[config.mk]
export PLATFORM = sky130hd
export DESIGN_NAME = sram_rule_arbiter
export DESIGN_NICKNAME = d
export VERILOG_FILES = /design/src/rtl/sram_rule_arbiter.sv
export SDC_FILE = /design/constraint.sdc
export NUM_CORES = 1
export LEC_CHECK = 0
export CAP_MARGIN = 10
export CORE_MARGIN = 10
export CORE_UTILIZATION = 30
export DETAILED_ROUTE_END_ITERATION = 10
export GPL_TIMING_DRIVEN = 0
export PLACE_DENSITY = 0.66
export SLEW_MARGIN = 20
export SYNTH_ARGS = -nofsm -noshare
export SYNTH_HDL_FRONTEND = slang
export SYNTH_SLANG_ARGS = --single-unit
[constraint.sdc]
create_clock -name clk -period 1.8 [get_ports clk]
set_input_delay 0.36 -clock clk [delete_from_list [all_inputs] [get_ports clk]]
set_output_delay 0.36 -clock clk [all_outputs]
set_load 0.005 [all_outputs]
[src/rtl/sram_rule_arbiter.sv]
// Single-port SRAM arbiter between a lookup read stream and a config read/write stream.
// Optional watchdog enabled by defining ARB_TIMEOUT_EN.
module sram_rule_arbiter #(
  parameter int SRAM_ADDR_WIDTH   = 19,
  parameter int SRAM_DATA_WIDTH   = 72,
  parameter int MAX_LOOKUP_STREAK = 4,
  parameter int TIMEOUT_CYCLES    = 255
) (
  input  logic                       clk,
  input  logic                       reset,
  input  logic                       lk_req,
  input  logic [SRAM_ADDR_WIDTH-1:0] lk_addr,
  output logic                       lk_gnt,
  output logic                       lk_vld,
  input  logic                       cfg_req,
  input  logic                       cfg_rd_wr_L,
  input  logic [SRAM_ADDR_WIDTH-1:0] cfg_addr,
  input  logic [SRAM_DATA_WIDTH-1:0] cfg_wr_data,
  output logic                       cfg_gnt,
  output logic                       cfg_done,
  output logic [SRAM_DATA_WIDTH-1:0] rsp_data,
  output logic                       rsp_err,
  output logic                       rd_0_req,
  output logic [SRAM_ADDR_WIDTH-1:0] rd_0_addr,
  input  logic [SRAM_DATA_WIDTH-1:0] rd_0_data,
  input  logic                       rd_0_ack,
  input  logic                       rd_0_vld,
  output logic                       wr_0_req,
  output logic [SRAM_ADDR_WIDTH-1:0] wr_0_addr,
  output logic [SRAM_DATA_WIDTH-1:0] wr_0_data,
  input  logic                       wr_0_ack
);

  localparam logic [1:0] IDLE    = 2'd0;
  localparam logic [1:0] RD_REQ  = 2'd1;
  localparam logic [1:0] RD_DATA = 2'd2;
  localparam logic [1:0] WR_REQ  = 2'd3;

  localparam int STREAK_W = $clog2(MAX_LOOKUP_STREAK + 1);
  localparam logic [STREAK_W-1:0] STREAK_MAX = STREAK_W'(MAX_LOOKUP_STREAK);

  logic [1:0]          state;
  logic                owner_cfg;
  logic [STREAK_W-1:0] streak;
  logic                streak_full;
  logic                lk_win;
  logic                cfg_win;

  function automatic logic [STREAK_W-1:0] sat_inc(input logic [STREAK_W-1:0] v);
    return (v == STREAK_MAX) ? v : v + 1'b1;
  endfunction

  // cfg only overtakes lookups once lookups have used up their streak allowance
  always_comb begin
    streak_full = (streak == STREAK_MAX);
    lk_win      = lk_req && !(cfg_req && streak_full);
    cfg_win     = cfg_req && !lk_win;
  end

`ifdef ARB_TIMEOUT_EN
  localparam int WD_W = $clog2(TIMEOUT_CYCLES + 1);
  localparam logic [WD_W-1:0] WD_LAST = WD_W'(TIMEOUT_CYCLES - 1);
  logic [WD_W-1:0] wd_cnt;
`endif

  always_ff @(posedge clk or negedge reset) begin
    if (!reset) begin
      state     <= IDLE;
      owner_cfg <= 1'b0;
      streak    <= '0;
      lk_gnt    <= 1'b0;
      lk_vld    <= 1'b0;
      cfg_gnt   <= 1'b0;
      cfg_done  <= 1'b0;
      rsp_data  <= '0;
      rsp_err   <= 1'b0;
      rd_0_req  <= 1'b0;
      rd_0_addr <= '0;
      wr_0_req  <= 1'b0;
      wr_0_addr <= '0;
      wr_0_data <= '0;
`ifdef ARB_TIMEOUT_EN
      wd_cnt    <= '0;
`endif
    end else begin
      lk_gnt   <= 1'b0;
      lk_vld   <= 1'b0;
      cfg_gnt  <= 1'b0;
      cfg_done <= 1'b0;
      if (!cfg_req) streak <= '0;

      case (state)
        IDLE: begin
          if (lk_win) begin
            lk_gnt    <= 1'b1;
            owner_cfg <= 1'b0;
            rd_0_addr <= lk_addr;
            state     <= RD_REQ;
            if (cfg_req) streak <= sat_inc(streak);
          end else if (cfg_win) begin
            cfg_gnt   <= 1'b1;
            owner_cfg <= 1'b1;
            streak    <= '0;
            if (cfg_rd_wr_L) begin
              rd_0_addr <= cfg_addr;
              state     <= RD_REQ;
            end else begin
              wr_0_addr <= cfg_addr;
              wr_0_data <= cfg_wr_data;
              state     <= WR_REQ;
            end
          end
        end
        // request rises the cycle after the grant; ack is only honoured once it is up
        RD_REQ: begin
          if (rd_0_req && rd_0_ack) begin
            rd_0_req <= 1'b0;
            if (rd_0_vld) begin
              rsp_data <= rd_0_data;
              rsp_err  <= 1'b0;
              lk_vld   <= !owner_cfg;
              cfg_done <= owner_cfg;
              state    <= IDLE;
            end else begin
              state <= RD_DATA;
            end
          end else begin
            rd_0_req <= 1'b1;
          end
        end
        RD_DATA: begin
          if (rd_0_vld) begin
            rsp_data <= rd_0_data;
            rsp_err  <= 1'b0;
            lk_vld   <= !owner_cfg;
            cfg_done <= owner_cfg;
            state    <= IDLE;
          end
        end
        WR_REQ: begin
          if (wr_0_req && wr_0_ack) begin
            wr_0_req <= 1'b0;
            rsp_err  <= 1'b0;
            cfg_done <= 1'b1;
            state    <= IDLE;
          end else begin
            wr_0_req <= 1'b1;
          end
        end
      endcase

`ifdef ARB_TIMEOUT_EN
      // abort overrides whatever the state machine decided this cycle
      if (state != IDLE) begin
        if (wd_cnt == WD_LAST) begin
          wd_cnt   <= '0;
          rd_0_req <= 1'b0;
          wr_0_req <= 1'b0;
          rsp_data <= '0;
          rsp_err  <= 1'b1;
          lk_vld   <= !owner_cfg;
          cfg_done <= owner_cfg;
          state    <= IDLE;
        end else begin
          wd_cnt <= wd_cnt + 1'b1;
        end
      end else begin
        wd_cnt <= '0;
      end
`endif
    end
  end

endmodule

==> impl_metrics.json, run 1 <==
{
  "status": "finished, violations left",
  "violations": "setup timing",
  "cp-end-kind": "flip-flop",
  "htree_levels": 4,
  "reg2reg_depth": 8,
  "hold_viol": 0,
  "p_leak_nw": 5.83,
  "power_frac_comb_pct": 47.5,
  "p_int_mw": 15.4,
  "cp_max_fo": 5,
  "die_w_um": 185,
  "dp_cells": 1230,
  "avgRoutedWirePerCell_um": 20.9,
  "holdCritStartpoint": "lk_req",
  "worst-r2r-setup-slack_ns": -0.02,
  "antenna_found_initial": 2,
  "wl_met2_mm": 12.6,
  "syn-cell-area_sq_um": 8190,
  "grt_max_degree": 78,
  "viasPerCell": 4.44,
  "ant_nets": 0,
  "powerDensity_nw_per_um2": 1620,
  "die_y_um": 185,
  "synth.most_common_cell": "dfrtp_1",
  "drt_wl_total_mm": 26.9,
  "required_ns": 2.11,
  "start_util_pct": 30.5,
  "rsz0062_at_grt": "yes",
  "drv_cap": 0,
  "hold_path_end": "streak[1]",
  "cts.path.max_buffers": 2,
  "syn_nets": 708,
  "cts_buffers": 17,
  "final_nets": 1126,
  "yosysWarnings": 0,
  "rows": 60,
  "drc": 0,
  "area_growth_pct": 63.7,
  "grt_pass1_vias": 6210,
  "num_vias": 5702,
  "syn_avg_cell_area_sq_um": 16.0,
  "p_sw_share_pct": 28.9,
  "met3_length_mm": 3.37,
  "arrival_ns": 2.13,
  "setup_viol": 13,
  "cts_sinks": 194,
  "path_class": "reg -> reg",
  "dr.first_iter.drc_count": 346,
  "synth_cells": 511,
  "p_sw_mw": 6.27,
  "dr.pass1.iters": 9,
  "gp_congestion": 0.762,
  "grt_first_pass_wirelength_mm": 39.7,
  "r2r_end": "wr_0_data[65]",
  "setup_tns_ns": -0.181,
  "min_path_type": "in -> reg",
  "yosysTopAreaCell": "dfrtp_1",
  "skew_ns": 0.0128,
  "synthTopCellsByArea": "dfrtp_1 59%, mux2_4 16%, mux2_2 10%",
  "cts_tree": "yes",
  "place_hpwl_mm": 20.5,
  "final_cells": 1284,
  "power.total_mw": 21.7,
  "wl_met1_mm": 10.7,
  "synth_top_area_share_pct": 59.3,
  "grt_usage_pct": 15.2,
  "cts.clk_slew.worst_paths_ns": 0.08,
  "reg2reg_from": "state[0]",
  "slew_viol_final": 0,
  "dieArea_sq_um": 34300,
  "period_share_pct": 101,
  "clkPwrFrac_pct": 17.0,
  "setup.worst_path.start_class": "flip-flop",
  "max-vdd-ir-drop_mv": 0.693,
  "cts_root_buf": "clkbuf_16",
  "async_reset_ff_share_pct": 100,
  "clk_latency_ns": 0.43,
  "coreArea_sq_um": 26900,
  "yosys-top-cells-count": "194 x dfrtp_1, 90 x mux2_4, 75 x mux2_2, 63 x inv_1, 19 x a222oi_1",
  "yosysSeqAreaShare_pct": 59.3,
  "dp_slack_ns": -0.650,
  "top_layer_used": "met4",
  "utilization_pct": 49.9,
  "whs_path_depth": 3,
  "place.port_buffers": 376,
  "ioPinCount": 379,
  "fin_ws_ns": -0.0206,
  "grt_overflow_total": 0,
  "ys_seq_elements": 194,
  "synth_ff_type": "dfrtp_1",
  "drive_above_1_share_pct": 27.3,
  "max_freq_mhz": 549,
  "seq_power_share_pct": 35.5,
  "synth_edf_count": 0,
  "fin_crit_ns": 1.82,
  "synth_cell_types": 38
}
==> registers in the layout, summed over array words and instances, names as in the netlist <==
name,flops
cfg_done,1
cfg_gnt,1
lk_gnt,1
lk_vld,1
owner_cfg,1
rd_0_addr,19
rd_0_req,1
rsp_data,72
state,2
streak,3
wr_0_addr,19
wr_0_data,72
wr_0_req,1
==> routing by layer <==
layer	vias up	track usage, %
met4	0	2.73
li1	2614	-
met1	2806	17.7
met3	9	8.09
met2	273	24.5
met5	-	0
==> repair_timing <==
action | 4_1_cts | 5_1_grt
buffers inserted | 14 | 2
hold endpoints to repair | 42 | 0
hold buffers | 1 | 0
cloned | 2 | 5
resized for setup | 17 | 6
endpoints found under the setup margin | 182 | 172
pin swaps | 7 | 4
==> worst max-delay path by stage <==
stage	from	end	slack (ns)	depth (start not counted)
2_1_floorplan	state[0]	wr_0_addr[0]	0.02	8
3_3_place_gp	reset	rsp_data[58]	-8.32	1
3_5_place_dp	cfg_req	rd_0_addr[7]	-0.65	5
4_1_cts	state[1]	wr_0_data[35]	-0.02	8
5_1_grt	state[0]	wr_0_data[65]	-0.11	8
6_report	state[0]	wr_0_data[65]	-0.02	8
==> final cells by class <==
cell class	count	area [sq um]
clock inverter	12	113
fill	2366	13500
clock buffer	19	433
antenna	2	5.00
sequential	194	4850
inverter	63	236
tap	341	427
timing repair buffer	402	4190
multi-input combinational	230	2840
buffer	21	309
==> through the flow <==
stage,area [sq um],hold slack [ns]
after floorplan,8200,0.0644
after global placement,12400,0.488
after detailed placement,12400,0.288
after CTS,13200,0.252
after global routing,13400,0.282
final,13400,0.274
==> critical path, stage by stage, from the launching register on <==
cell       delay [ns]
dfrtp_1          0.41
inv_2            0.09
ha_4             0.17
nand2_4          0.07
nor3_4           0.23
buf_8            0.17
buf_12           0.13
clkbuf_16        0.15
mux2_4           0.29
==> cell families (layout without fill, tap and decap cells) <==
family / Yosys count / count (layout) / share of synthesized area (%)
other: 1 / 3 / 0.0458
multiplexers: 166 / 166 / 26.9
adder cells (fa/ha/maj): 7 / 7 / 1.07
AO/OA/AOI/OAI: 34 / 34 / 3.91
buffers and inverters: 87 / 517 / 7.03
AND/OR/NAND/NOR: 22 / 22 / 1.76
flip-flops: 194 / 194 / 59.3
==> placed cells by master, fill, tap and decap left out, types with 6 or more instances in the layout <==
cell type,instances
inv_1,60
buf_8,6
clkdlybuf4s50_1,373
buf_4,13
mux2_2,75
dfrtp_1,194
clkbuf_16,22
mux2_4,90
a222oi_1,19
buf_12,13
==> power groups by stage <==
| stage | registers [mW] | clock network [mW] | logic (mW) |
|---|---|---|---|
| floorplan | 7.83 | 0 | 3.98 |
| global placement | 7.71 | 0 | 10.0 |
| detailed placement | 7.75 | 0 | 10.1 |
| CTS | 7.72 | 3.84 | 10.4 |
| global route | 7.99 | 4.01 | 11.0 |
| finish | 7.70 | 3.68 | 10.3 |
Power figures use the tool's default switching activity.
==> inputs of run 2 (changes only) <==
MAX_ROUTING_LAYER = met4   (was unset)
==> impl_metrics.json, run 2 (synthesized netlist as in run 1, its figures left out) <==
{
  "status": "finished, violations left",
  "violations": "setup timing",
  "grt_overflow_total": 0,
  "utilization_pct": 49.9,
  "gp_congestion": 0.772,
  "place_hpwl_mm": 20.5,
  "p_sw_share_pct": 28.9,
  "dr.first_iter.drc_count": 350,
  "min_path_type": "in -> reg",
  "die_y_um": 185,
  "cts_buffers": 17,
  "dieArea_sq_um": 34300,
  "final_cells": 1284,
  "top_regs": "rsp_data: 72 flops, wr_0_data: 72 flops",
  "slew_viol_final": 0,
  "dr.pass1.iters": 5,
  "antenna_found_initial": 2,
  "drt_wl_total_mm": 26.9,
  "power_frac_comb_pct": 47.5,
  "die_w_um": 185,
  "rows": 60,
  "start_util_pct": 30.5,
  "cts.path.max_buffers": 2,
  "drv_cap": 0,
  "rsz0062_at_grt": "yes",
  "cts_tree": "yes",
  "viasPerCell": 4.44,
  "layout_common_cells": "373 x clkdlybuf4s50_1, 194 x dfrtp_1, 90 x mux2_4, 75 x mux2_2, 60 x inv_1",
  "hold_viol": 0,
  "cp_max_fo": 5,
  "seq_power_share_pct": 35.5,
  "final_common_cell": "clkdlybuf4s50_1",
  "setup_viol": 11,
  "fin_crit_ns": 1.82,
  "p_int_mw": 15.4,
  "fillers": 2367,
  "dp_cells": 1230,
  "path_class": "reg -> reg",
  "final_nets": 1126,
  "max_freq_mhz": 549,
  "p_leak_nw": 5.83,
  "coreArea_sq_um": 26900,
  "place.port_buffers": 376,
  "fin_ws_ns": -0.0199,
  "clk_latency_ns": 0.43,
  "required_ns": 2.11,
  "grt_usage_pct": 15.6,
  "cp-end-kind": "flip-flop",
  "setup.worst_path.start_class": "flip-flop",
  "ioPinCount": 379,
  "cts_root_buf": "clkbuf_16",
  "drc": 0,
  "ant_nets": 0,
  "max-vdd-ir-drop_mv": 0.692,
  "htree_levels": 4,
  "cts_sinks": 194,
  "skew_ns": 0.00919,
  "area_growth_pct": 63.7,
  "dp_slack_ns": -0.650,
  "num_vias": 5699,
  "period_share_pct": 101,
  "avgRoutedWirePerCell_um": 20.9,
  "grt_max_degree": 78,
  "arrival_ns": 2.13,
  "cts.clk_slew.worst_paths_ns": 0.08,
  "grt_pass1_vias": 6276,
  "clkPwrFrac_pct": 17.0,
  "powerDensity_nw_per_um2": 1620,
  "p_sw_mw": 6.27,
  "drive_above_1_share_pct": 27.3,
  "grt_first_pass_wirelength_mm": 39.5
}
[run 2: cell counts in the layout (fill, tap and decap cells not counted)]
No cell type changed its count.
[run 2: through the flow]
step                power (mW)  instance area [sq um]  setup TNS, ns  hold slack (ns)
finish                    21.7                  13400         -0.171            0.272
global placement          17.7                  12400       -1683.53            0.488
CTS                       22.0                  13200         -0.171            0.252
floorplan                 11.8                   8200              0           0.0644
detailed placement        17.8                  12400         -75.82            0.288
global route              23.0                  13400          -9.12            0.281
[run 2: critical path: stages, from the launching register on]
cell and delay (ns):
dfrtp_1 0.41, inv_2 0.09, ha_4 0.17, nand2_4 0.07
nor3_4 0.23, buf_8 0.17, buf_12 0.13, clkbuf_16 0.15
mux2_4 0.29
[run 2: cell type report]
class	count	area (sq um)	share of cell area (%)
Tap cell	341	427	3.18
Antenna cell	2	5.00	0.0373
Buffer	21	309	2.30
Clock buffer	19	433	3.23
Multi-Input combinational cell	230	2840	21.2
Clock inverter	12	113	0.840
Timing Repair Buffer	402	4190	31.3
Sequential cell	194	4850	36.2
Inverter	63	236	1.76
[run 2: final timing paths]
path / cells past startpoint / from / slack [ns] / end
setup / recovery: 8 / state[0] / -0.02 / wr_0_data[65]
hold / removal: 3 / lk_req / 0.27 / streak[1]
setup reg to reg: 8 / state[0] / -0.02 / wr_0_data[65]
hold reg to reg: 1 / owner_cfg / 0.50 / lk_vld
max in group asynchronous: 3 / reset / 0.62 / wr_0_data[18]
min in group asynchronous: 2 / reset / 0.43 / wr_0_data[70]
[run 2: power groups by stage]
stage / registers [mW] / logic, mW / clock network, mW
after floorplan: 7.83 / 3.98 / 0
after global placement: 7.71 / 10.0 / 0
after detailed placement: 7.75 / 10.1 / 0
after CTS: 7.72 / 10.4 / 3.84
after global routing: 7.99 / 11.0 / 4.00
final: 7.70 / 10.3 / 3.69
[run 2: layer usage]
layer  wire [um]  GRT usage (%)  up-vias
li1            -              -     2614
met1       10800           18.0     2796
met2       12700           24.6      279
met3        3310           7.54       10
met4         137           2.73        0
met5           0              -        -
[run 2: what timing repair did]
item,in CTS,in global routing
pin swaps,7,4
cloned,2,5
hold buffers,1,0
hold endpoints to repair,42,0
resized for setup,17,6
buffers inserted,14,2
endpoints found under the setup margin,182,172
==> inputs of run 3 (changes only) <==
DONT_BUFFER_PORTS = 1   (was unset)
PLACE_DENSITY = 0.47   (was 0.66)
==> impl_metrics.json, run 3 (synthesized netlist as in run 1, its figures left out) <==
{
  "drv_cap": 0,
  "utilization_pct": 38.6,
  "max-vdd-ir-drop_mv": 0.548,
  "area_growth_pct": 26.5,
  "power.total_mw": 19.0,
  "grt_pass1_vias": 5131,
  "drc": 0,
  "max_freq_mhz": 540,
  "powerDensity_nw_per_um2": 1840,
  "setup.worst_path.start_class": "flip-flop",
  "fin_ws_ns": -0.0505,
  "coreArea_sq_um": 26900,
  "violations": "hold timing, setup timing",
  "cts.clk_slew.worst_paths_ns": 0.08,
  "skew_ns": 0.0121,
  "min_path_type": "in -> async",
  "cp-end-kind": "flip-flop",
  "dr.pass1.iters": 6,
  "grt_overflow_total": 0,
  "slew_viol_final": 0,
  "path_cells": "inv_2, ha_4, nand2_4, nor3_4, buf_8, buf_12, buf_12, clkbuf_16, mux2_4",
  "cp_max_fo": 5,
  "cts_root_buf": "clkbuf_16",
  "rows": 60,
  "dr.first_iter.drc_count": 184,
  "path_class": "reg -> reg",
  "grt_first_pass_wirelength_mm": 34.5,
  "hold_viol": 194,
  "final_nets": 775,
  "final_common_cell": "dfrtp_1",
  "cts.path.max_buffers": 2,
  "antenna_found_initial": 1,
  "max_stage_delay_ns": 0.39,
  "design_area_sq_um": 10400,
  "multi_input_area_sq_um": 3120,
  "num_vias": 4490,
  "htree_levels": 4,
  "path_buf_inv": 5,
  "arrival_ns": 2.15,
  "period_share_pct": 103,
  "fin_crit_ns": 1.85,
  "p_leak_nw": 4.80,
  "rsz0062_at_grt": "yes",
  "critPathSlowestCell": "dfrtp_1",
  "hold_ws_ns": -0.377,
  "setup_viol": 66,
  "seq_area_sq_um": 4850,
  "ant_nets": 0,
  "path_common_cell": "buf_12",
  "top_regs": "rsp_data: 72 flops, wr_0_data: 72 flops",
  "grt_max_degree": 195,
  "place_hpwl_mm": 17.3,
  "status": "finished, violations left",
  "place_area_sq_um": 8630,
  "avgRoutedWirePerCell_um": 26.7,
  "drt_wl_total_mm": 24.9,
  "dieArea_sq_um": 34300,
  "ioPinCount": 379,
  "place.port_buffers": 0,
  "cts_buffers": 17,
  "gp_congestion": 0.785,
  "die_y_um": 185,
  "fillers": 2513,
  "drive_above_1_share_pct": 48.9,
  "grt_usage_pct": 13.8,
  "clk_latency_ns": 0.43,
  "critPathTopFamily": "buffers and inverters",
  "start_util_pct": 30.5,
  "layout_common_cells": "194 x dfrtp_1, 156 x mux2_4, 60 x inv_1, 26 x clkbuf_16, 21 x buf_12",
  "die_w_um": 185,
  "required_ns": 2.10,
  "cts_tree": "yes",
  "cts_sinks": 194,
  "viasPerCell": 4.81
}
==> run 3: cell types whose count changed in the layout (fill, tap and decap cells not counted), sizes merged <==
cell           delta
clkbuf            +4
dlygate4sd2       -2
buf              +21
clkinvlp          -1
clkinv            +2
clkdlybuf4s50   -373
diode             -1
dlygate4sd3       -1
==> run 3: routing by layer <==
layer	up-vias	GRT usage [%]	routed length (um)
met3	10	7.41	3520
met4	0	2.93	225
met1	2312	14.0	8530
li1	1896	-	-
met5	-	-	0
met2	272	23.0	12600
==> run 3: worst paths after layout <==
path | slack, ns | depth (start not counted) | startpoint | to
hold reg to reg | 0.51 | 1 | owner_cfg | lk_vld
min in group clk | 0.06 | 2 | cfg_addr[10] | rd_0_addr[10]
setup / recovery | -0.05 | 9 | state[1] | wr_0_data[23]
setup reg to reg | -0.05 | 9 | state[1] | wr_0_data[23]
max in group asynchronous | 1.89 | 0 | reset | wr_0_data[5]
hold / removal | -0.38 | 0 | reset | rsp_data[11]
==> run 3: final cells by class <==
| cell class | instances | share of cell area [%] |
|---|---|---|
| antenna | 1 | 0.0241 |
| tap | 341 | 4.12 |
| sequential | 194 | 46.8 |
| clock inverter | 13 | 1.33 |
| clock buffer | 19 | 4.27 |
| buffer | 19 | 3.02 |
| inverter | 63 | 2.28 |
| multi-input combinational | 230 | 30.1 |
| timing repair buffer | 53 | 8.04 |
==> run 3: worst reg2reg max path, cell delays in order (launching register included) <==
cell,delay (ns)
dfrtp_1,0.39
inv_2,0.10
ha_4,0.16
nand2_4,0.06
nor3_4,0.21
buf_8,0.14
buf_12,0.10
buf_12,0.12
clkbuf_16,0.15
mux2_4,0.29
==> run 3: repair_timing <==
action / CTS / global route
setup buffers: 33 / 10
endpoints found under the setup margin: 181 / 184
gates cloned: 9 / 9
pin swaps: 6 / 7
gates resized for setup: 78 / 58
endpoints found under the hold margin: 194 / 194
==> run 3: metrics by stage <==
step,worst slack (ns),std cells,setup TNS (ns)
3_3_place_gp,-0.155,852,-22.96
3_5_place_dp,-0.213,852,-30.46
5_1_grt,-0.109,933,-6.33
4_1_cts,-0.0939,925,-6.38
2_1_floorplan,0.0179,511,0
6_report,-0.0505,933,-1.43
==> run 3: report_power, final <==
group	internal [mW]	leakage, nW	switching, mW
combinational	4.54	2.22	2.04
sequential	6.52	2.30	2.17
clock	1.90	0.282	1.88
